==> src/rtl/mprj_io_pkg.sv <==
// Shared definitions for the user-project GPIO serial configuration loader:
// loader state encoding, configuration-word layout and sizing helpers.
package mprj_io_pkg;

    typedef enum logic [2:0] {
        S_IDLE,
        S_FETCH_A,
        S_FETCH_D,
        S_SHIFT_LO,
        S_SHIFT_HI,
        S_LOAD,
        S_DONE
    } ser_state_t;

    localparam int CFG_BITS_DEFAULT = 13;

    // Bit offsets of the per-pad configuration word.
    localparam int CFG_MGMT_EN  = 0;
    localparam int CFG_OUTENB   = 1;
    localparam int CFG_HLDH     = 2;
    localparam int CFG_INP_DIS  = 3;
    localparam int CFG_MOD_SEL  = 4;
    localparam int CFG_ANLG_EN  = 5;
    localparam int CFG_ANLG_SEL = 6;
    localparam int CFG_ANLG_POL = 7;
    localparam int CFG_SLOW     = 8;
    localparam int CFG_TRIP     = 9;
    localparam int CFG_DM       = 10;
    localparam int CFG_DM_W     = 3;

    typedef struct packed {
        logic [CFG_DM_W-1:0] dm;
        logic                trip;
        logic                slow;
        logic                anlg_pol;
        logic                anlg_sel;
        logic                anlg_en;
        logic                mod_sel;
        logic                inp_dis;
        logic                hldh;
        logic                outenb;
        logic                mgmt_en;
    } pad_cfg_t;

    // Counter/index width that stays at least one bit for degenerate sizes.
    function automatic int min1_clog2(input int n);
        return (n > 1) ? $clog2(n) : 1;
    endfunction

endpackage

==> src/rtl/mprj_io_ser_tick.sv <==
// Half-period timer for the serial chain: tick marks the last core-clock
// cycle of every CLK_DIV-cycle interval; clear holds it at the first cycle.
module mprj_io_ser_tick
    import mprj_io_pkg::*;
#(
    parameter int CLK_DIV = 2
) (
    input  logic clk,
    input  logic resetn,
    input  logic clear,
    output logic tick
);

    localparam int            CW   = min1_clog2(CLK_DIV);
    localparam logic [CW-1:0] LAST = CW'(CLK_DIV - 1);

    logic [CW-1:0] cnt;

    assign tick = (cnt == LAST);

    always_ff @(posedge clk or negedge resetn) begin
        if (!resetn) begin
            cnt <= '0;
        end else if (clear || tick) begin
            cnt <= '0;
        end else begin
            cnt <= cnt + CW'(1);
        end
    end

endmodule

==> src/rtl/mprj_io_serial_loader.sv <==
// Reads one configuration word per pad and shifts them, highest pad first and
// MSB first, through the GPIO control chain, then pulses the chain load strobe.
module mprj_io_serial_loader
    import mprj_io_pkg::*;
#(
    parameter int PADS     = 38,
    parameter int CFG_BITS = CFG_BITS_DEFAULT,
    parameter int CLK_DIV  = 2
) (
    input  logic                         clk,
    input  logic                         resetn,
    input  logic                         start,
    output logic [min1_clog2(PADS)-1:0]  cfg_addr,
    input  logic [CFG_BITS-1:0]          cfg_data,
    output logic                         busy,
    output logic                         done,
    output logic                         serial_clock,
    output logic                         serial_data_out,
    output logic                         serial_load,
    output logic                         serial_resetn
);

    localparam int            AW       = min1_clog2(PADS);
    localparam int            BW       = min1_clog2(CFG_BITS);
    localparam logic [AW-1:0] LAST_PAD = AW'(PADS - 1);
    localparam logic [BW-1:0] LAST_BIT = BW'(CFG_BITS - 1);

    ser_state_t          state;
    logic [AW-1:0]       pad_idx;
    logic [BW-1:0]       bit_cnt;
    logic [CFG_BITS-1:0] shreg;
    logic [CFG_BITS-1:0] shreg_next;
    logic                tick;
    logic                tick_clear;

    // Rotate rather than shift: bits wrapping into the LSB are never sent.
    assign shreg_next = CFG_BITS'({shreg, shreg} >> (CFG_BITS - 1));

    assign cfg_addr = pad_idx;

    always_comb begin
        tick_clear = !(state inside {S_SHIFT_LO, S_SHIFT_HI, S_LOAD});
    end

    mprj_io_ser_tick #(
        .CLK_DIV (CLK_DIV)
    ) u_tick (
        .clk    (clk),
        .resetn (resetn),
        .clear  (tick_clear),
        .tick   (tick)
    );

    always_ff @(posedge clk or negedge resetn) begin
        if (!resetn) begin
            serial_resetn <= 1'b0;
        end else begin
            serial_resetn <= 1'b1;
        end
    end

    // Outputs are set on the transition into a state so they are valid for
    // the whole time the state is held.
    always_ff @(posedge clk or negedge resetn) begin
        if (!resetn) begin
            state           <= S_IDLE;
            pad_idx         <= '0;
            bit_cnt         <= '0;
            shreg           <= '0;
            busy            <= 1'b0;
            done            <= 1'b0;
            serial_clock    <= 1'b0;
            serial_data_out <= 1'b0;
            serial_load     <= 1'b0;
        end else begin
            done <= 1'b0;
            unique case (state)
                S_IDLE: begin
                    if (start) begin
                        pad_idx <= LAST_PAD;
                        busy    <= 1'b1;
                        state   <= S_FETCH_A;
                    end
                end
                S_FETCH_A: begin
                    state <= S_FETCH_D;
                end
                S_FETCH_D: begin
                    shreg           <= cfg_data;
                    bit_cnt         <= LAST_BIT;
                    serial_data_out <= cfg_data[CFG_BITS-1];
                    state           <= S_SHIFT_LO;
                end
                S_SHIFT_LO: begin
                    if (tick) begin
                        serial_clock <= 1'b1;
                        state        <= S_SHIFT_HI;
                    end
                end
                S_SHIFT_HI: begin
                    if (tick) begin
                        serial_clock <= 1'b0;
                        shreg        <= shreg_next;
                        if (bit_cnt != '0) begin
                            bit_cnt         <= bit_cnt - BW'(1);
                            serial_data_out <= shreg_next[CFG_BITS-1];
                            state           <= S_SHIFT_LO;
                        end else if (pad_idx != '0) begin
                            pad_idx <= pad_idx - AW'(1);
                            state   <= S_FETCH_A;
                        end else begin
                            serial_load <= 1'b1;
                            state       <= S_LOAD;
                        end
                    end
                end
                S_LOAD: begin
                    if (tick) begin
                        serial_load <= 1'b0;
                        done        <= 1'b1;
                        state       <= S_DONE;
                    end
                end
                S_DONE: begin
                    busy  <= 1'b0;
                    state <= S_IDLE;
                end
                default: begin
                    busy  <= 1'b0;
                    state <= S_IDLE;
                end
            endcase
        end
    end

endmodule

==> config.mk <==
export PLATFORM = sky130hd
export DESIGN_NAME = mprj_io_serial_loader
export DESIGN_NICKNAME = d
export VERILOG_FILES = /design/src/rtl/mprj_io_pkg.sv /design/src/rtl/mprj_io_ser_tick.sv /design/src/rtl/mprj_io_serial_loader.sv
export SDC_FILE = /design/constraint.sdc
export NUM_CORES = 1
export LEC_CHECK = 0
export ABC_AREA = 0
export CAP_MARGIN = 10
export CELL_PAD_IN_SITES_DETAIL_PLACEMENT = 0
export CELL_PAD_IN_SITES_GLOBAL_PLACEMENT = 2
export CORE_MARGIN = 2
export CORE_UTILIZATION = 34
export CTS_CLUSTER_DIAMETER = 60
export DETAILED_ROUTE_END_ITERATION = 8
export GPL_TIMING_DRIVEN = 0
export HOLD_SLACK_MARGIN = 0.1
export PLACE_DENSITY = 0.89
export SETUP_SLACK_MARGIN = 0.15
export SLEW_MARGIN = 15
export SYNTH_ARGS = -nofsm -noshare
export SYNTH_HDL_FRONTEND = slang
export SYNTH_HIERARCHICAL = 1
export SYNTH_SLANG_ARGS = --single-unit
export TNS_END_PERCENT = 5
==> constraint.sdc <==
create_clock -name clk -period 5.1 [get_ports clk]
set_input_delay 0.765 -clock clk [delete_from_list [all_inputs] [get_ports clk]]
set_output_delay 0.765 -clock clk [all_outputs]
set_load 0.1 [all_outputs]
# Yosys cells after proc, flatten, opt, wreduce, memory -nomap -nowiden
# Index checks and enable logic that the tools add are counted.
[op_classes] n_bitwise=1 addsub=3 mux=32 eq_ne=13 reduce_logical=18
[op_table] operator="$pmux 13 s2" n=1
[op_table] operator="$mux 6" n=4
[op_table] operator="$mux 3" n=6
[op_table] operator="$pmux 3 s6" n=1
[op_table] operator="$mux 13" n=1
[op_table] operator="$pmux 6 s2" n=1
[op_table] operator="$mux 1" n=11
[op_table] operator="$ne 2x1->1 const B" n=5
[op_table] operator="$reduce_and 5->1" n=2
[op_table] operator="$mux 4" n=2
[op_table] operator="$pmux 1 s2" n=4
[op_table] operator="$pmux 4 s2" n=1
[op_table] operator="$reduce_bool 2->1" n=4
[op_table] operator="$eq 3x2->1 const B" n=2
[op_table] operator="$eq 3x3->1 const B" n=2
[op_table] operator="$ne 2x2->1 const B" n=3
[op_table] operator="$reduce_and 3->1" n=2
[op_table] operator="$reduce_bool 6->1" n=1
[op_table] operator="$sub 6x1->6 const B" n=1
[op_table] operator="$reduce_or 5->1" n=1
[op_table] operator="$reduce_and 2->1" n=2
[op_table] operator="$reduce_and 4->1" n=1
[op_table] operator="$reduce_bool 4->1" n=1
[op_table] operator="$sub 4x1->4 const B" n=1
[op_table] operator="7 further kinds" n=7
[word_totals] input_bits=16 reg_bits=33 word_cells=78 out_inout_bits=12

# Depth between registers and ports, before layout
[depth] word_depth=5 depth_mapped=6 ltp_nobuf=6

# Cells and area by module
# Netlist, hierarchy kept.
[by_module_without_submodules] module="mprj_io_serial_loader" n_inst=1 cells_each=176 area_each_um2=1629.1 seq_area_each_um2=800.8
[by_module_without_submodules] module="mprj_io_ser_tick" n_inst=1 cells_each=2 area_each_um2=28.8 seq_area_each_um2=25.0

# Worst setup path before layout
# OpenSTA, ideal clock, no wires.
[synth_timing] path_kind="flip-flop to flip-flop" from="register pad_idx[0] (netlist: cfg_addr[0])" to="register pad_idx[4] (netlist: cfg_addr[4])" path_buffers=0 path_stages_with_launch=7 t_arrival_ns=2.167 setup_time_ns=0.126 period_less_slack_ns=2.294 required_ns=4.974 slack_ns=2.806 path_cell_list="dfrtp_1 inv_1 ha_1 nand2b_1 o211ai_4 o21a_4 a221o_2"
[synth_between] elab_chain_cells=5 elab_cells_between_ends=8 cone_classes="add/sub: 1; eq/ne: 1; mux: 4; reduce/logical: 2"
[synth_rtl] element="start: declaration" line="mprj_io_serial_loader.sv:29" rtl="logic [AW-1:0] pad_idx;"
[synth_rtl] element="start signal: assignment" line="mprj_io_serial_loader.sv:109" rtl="pad_idx <= pad_idx - AW'(1);"
[synth_rtl] element="$sub 6x1->6" line="mprj_io_serial_loader.sv:109"
[synth_rtl] element="$mux 6" line="mprj_io_serial_loader.sv:108" rtl="end else if (pad_idx != '0) begin"
[synth_rtl] element="$mux 6" line="mprj_io_serial_loader.sv:104" rtl="if (bit_cnt != '0) begin"
[synth_rtl] element="$mux 6" line="mprj_io_serial_loader.sv:101" rtl="if (tick) begin"
[synth_rtl] element="$pmux 6 s2" line="mprj_io_serial_loader.sv:77" rtl="unique case (state)"
# Parallel ways exist; a longest one is shown, timed or not. The select of a mux whose other input is x is not followed.
# A chain may end at the register's enable or synchronous reset.

# Worst setup path in the final report
[layout_timing] from="register pad_idx[1] (netlist: cfg_addr[1])" to="output port cfg_addr[1]"
[layout_lines] element="end: declaration" line="mprj_io_serial_loader.sv:13" rtl="output logic [min1_clog2(PADS)-1:0] cfg_addr,"
# No word-level cell between the ends.

==> flow_summary.ini <==
[outcome]
run_status = complete, no violations

[worst_setup_path]
cp.arrival_ns = 1.89
cp_top_family = buffers and inverters
path_class = register to primary output
reg2reg_slack_ns = 3.07
reg2regPathDepth = 6
path_buf_inv = 1
path_cells = clkdlybuf4s50_1
r2r-start = bit_cnt[0]$_DFFE_PN0P_
r2r_end = cfg_addr[4]$_DFFE_PN0P_
max_stage_delay_ns = 1.17
crit_path_max_fanout = 6
critPathLaunchType = register
critPathCaptureType = primary output
critPathSlowestCell = clkdlybuf4s50_1
cp_data_required_time_ns = 4.34

[clock_tree]
clkSinkCount = 33
worstSkewPairLatency_ns = 0.29
cts_setup_buffers = 0
cts.htree.levels = 2
path_clk_slew_ns = 0.06
clockBufferDepth = 2
cts_tree = done
cts_resized = 0
cts_root_buf = clkbuf_8
hold_buffers = 0
cts_inserted_buffers = 5

[route]
firstDrtPassIters = 4
vias = 1372
drtAntennaViolNets = 0
drc = 0
wire_per_inst_um = 13.2
drt_iter0_markers = 72
viasPerCell = 4.90
routed_wl_um = 3680

[placement]
io_buffers = 27
dpl.hpwl_um = 2520
gp_congestion = 0.744

[global_route]
grt_pass1_vias = 1277
grt_pass1_wl_um = 6060
grt_use_total = 0.148
grt_max_degree = 34
gr-total-overflow = 0
antenna_found_initial = 0

[timing]
timing.fmax_mhz = 377
drv_slew = 0
fin_tns_setup_ns = 0
maxSlewHeadroom = 0.350
worst_pin_slew_ns = 0.972
skew_ns = 0.00599
final-setup-viol-count = 0
rsz0062_at_grt = false
finalCriticalPeriod_ns = 2.66
finalCritPeriodShare = 0.521
finalHoldViolations = 0

[logic_synthesis]
ys_top_cells_by_count = dfrtp_1 (33), nand2_1 (31), nor2_1 (23), a31oi_1 (14)
synth-edff-count = 0
syn_area_um2 = 1660
yosys.area.top_type = dfrtp_1
synth_most_common_cell = dfrtp_1
syn_area_per_cell_um2 = 9.31
syn-instance-count = 178
ys_seq_elements = 33
synth.distinct_cells = 40
async_flop_share = 1.00
syn-num-nets = 197
ys_seq_area_frac = 0.498
ys.flop_type = dfrtp_1
synth.area.top_cells = dfrtp_1 (50%), nand2_1 (7.0%), a31oi_1 (5.3%), nor2_1 (5.2%), a21oi_1 (2.4%)
netlist.area_leader.share = 0.498
yosys_warnings = 6

[floorplan]
rows = 25
core-area_um2 = 4720
die_w_um = 73.8
die_h_um = 73.8
start_util = 0.351
die-area_um2 = 5450
io_pins = 28

[worst_hold_path]
hold_path_class = register to register
worstHoldStart = u_tick/tick$_DFF_PN0_
hold_depth = 1
holdPathEnd = u_tick/tick$_DFF_PN0_

[layout]
nNetsFinal = 231
area_growth_pct = 26.0
layout-drive-gt1-share = 0.122
n_antenna_cell = 0

[flow_run]
drv_cap = 0

[pwr]
peakVddDrop_mv = 0.208
p_leak_uw = 0.000869
power_uw = 1030
power_density_nw_per_um2 = 492
==> through the flow <==
stage,std cells,setup slack (ns),hold slack [ns],utilization,instance area [um2]
2_1_floorplan,178,2.81,0.398,-,1660
3_3_place_gp,272,2.53,0.407,0.426,2010
3_5_place_dp,272,2.75,0.408,0.425,2010
4_1_cts,280,2.44,0.416,0.442,2090
5_1_grt,280,2.39,0.454,0.442,2090
6_report,280,2.44,0.417,0.442,2090
==> layer usage <==
metal  vias up  GRT usage  share of wire
met3         6     0.0316          0.049
met1       644      0.219           0.51
met5         -          0              0
met4         0     0.0727          0.022
met2        34      0.200           0.42
li1        688          -              -
==> placed cells by master (no fill, tap or decap), types with 2 or more instances in the layout <==
cell type,count
or3_1,2
a31oi_1,14
mux2_2,2
buf_2,7
nor3_1,5
clkbuf_8,5
nor2b_1,3
o21ai_0,6
nand3_1,2
o22ai_1,2
clkbuf_1,4
a21oi_1,8
nor2_1,23
nand2b_1,2
o31ai_1,2
inv_1,8
mux2i_1,2
clkdlybuf4s50_1,26
clkinv_2,2
ha_1,3
nand2_1,31
dfrtp_1,33
==> report_power, final <==
| group | switching, uW | internal, uW |
|---|---|---|
| Sequential | 47.4 | 344 |
| Clock | 98.7 | 94.6 |
| Combinational | 283 | 159 |
==> worst max path at each step <==
stage / start / endpoint / slack, ns / cells after the start
after floorplan: cfg_addr[0]$_DFFE_PN0P_ / cfg_addr[4]$_DFFE_PN0P_ / 2.81 / 6
after global placement: resetn / shreg[4]$_DFFE_PN0P_ / 2.53 / 1
after detailed placement: cfg_addr[1]$_DFFE_PN0P_ / cfg_addr[1] / 2.75 / 1
after CTS: cfg_addr[0]$_DFFE_PN0P_ / cfg_addr[0] / 2.44 / 1
after global routing: cfg_addr[0]$_DFFE_PN0P_ / cfg_addr[0] / 2.39 / 1
final: cfg_addr[1]$_DFFE_PN0P_ / cfg_addr[1] / 2.44 / 1
==> area by class of cell <==
type,count,area [um2]
Fill cell,478,2630
Sequential cell,33,826
Multi-Input combinational cell,127,749
Timing Repair Buffer,27,265
Tap cell,67,83.8
Clock buffer,6,72.6
Buffer,10,52.6
Inverter,8,30.0
Clock inverter,2,10.0
==> cell families (layout without fill, tap and decap cells) <==
kind of cell	after synthesis	count (layout)	synth area share
compound gates	43	43	0.185
other cells	1	1	0.00226
fa+ha+maj	3	3	0.0226
mux	6	6	0.0415
simple gates	74	74	0.201
buf+inv	18	53	0.0498
flops	33	33	0.498
==> state kept, by name, indices dropped and copies added, names as in the netlist <==
signal,count
shreg,13
cfg_addr,6
bit_cnt,4
state,3
busy,1
done,1
serial_clock,1
serial_data_out,1
serial_load,1
serial_resetn,1
u_tick/tick,1
No activity file was read; power rests on OpenSTA's default activity.
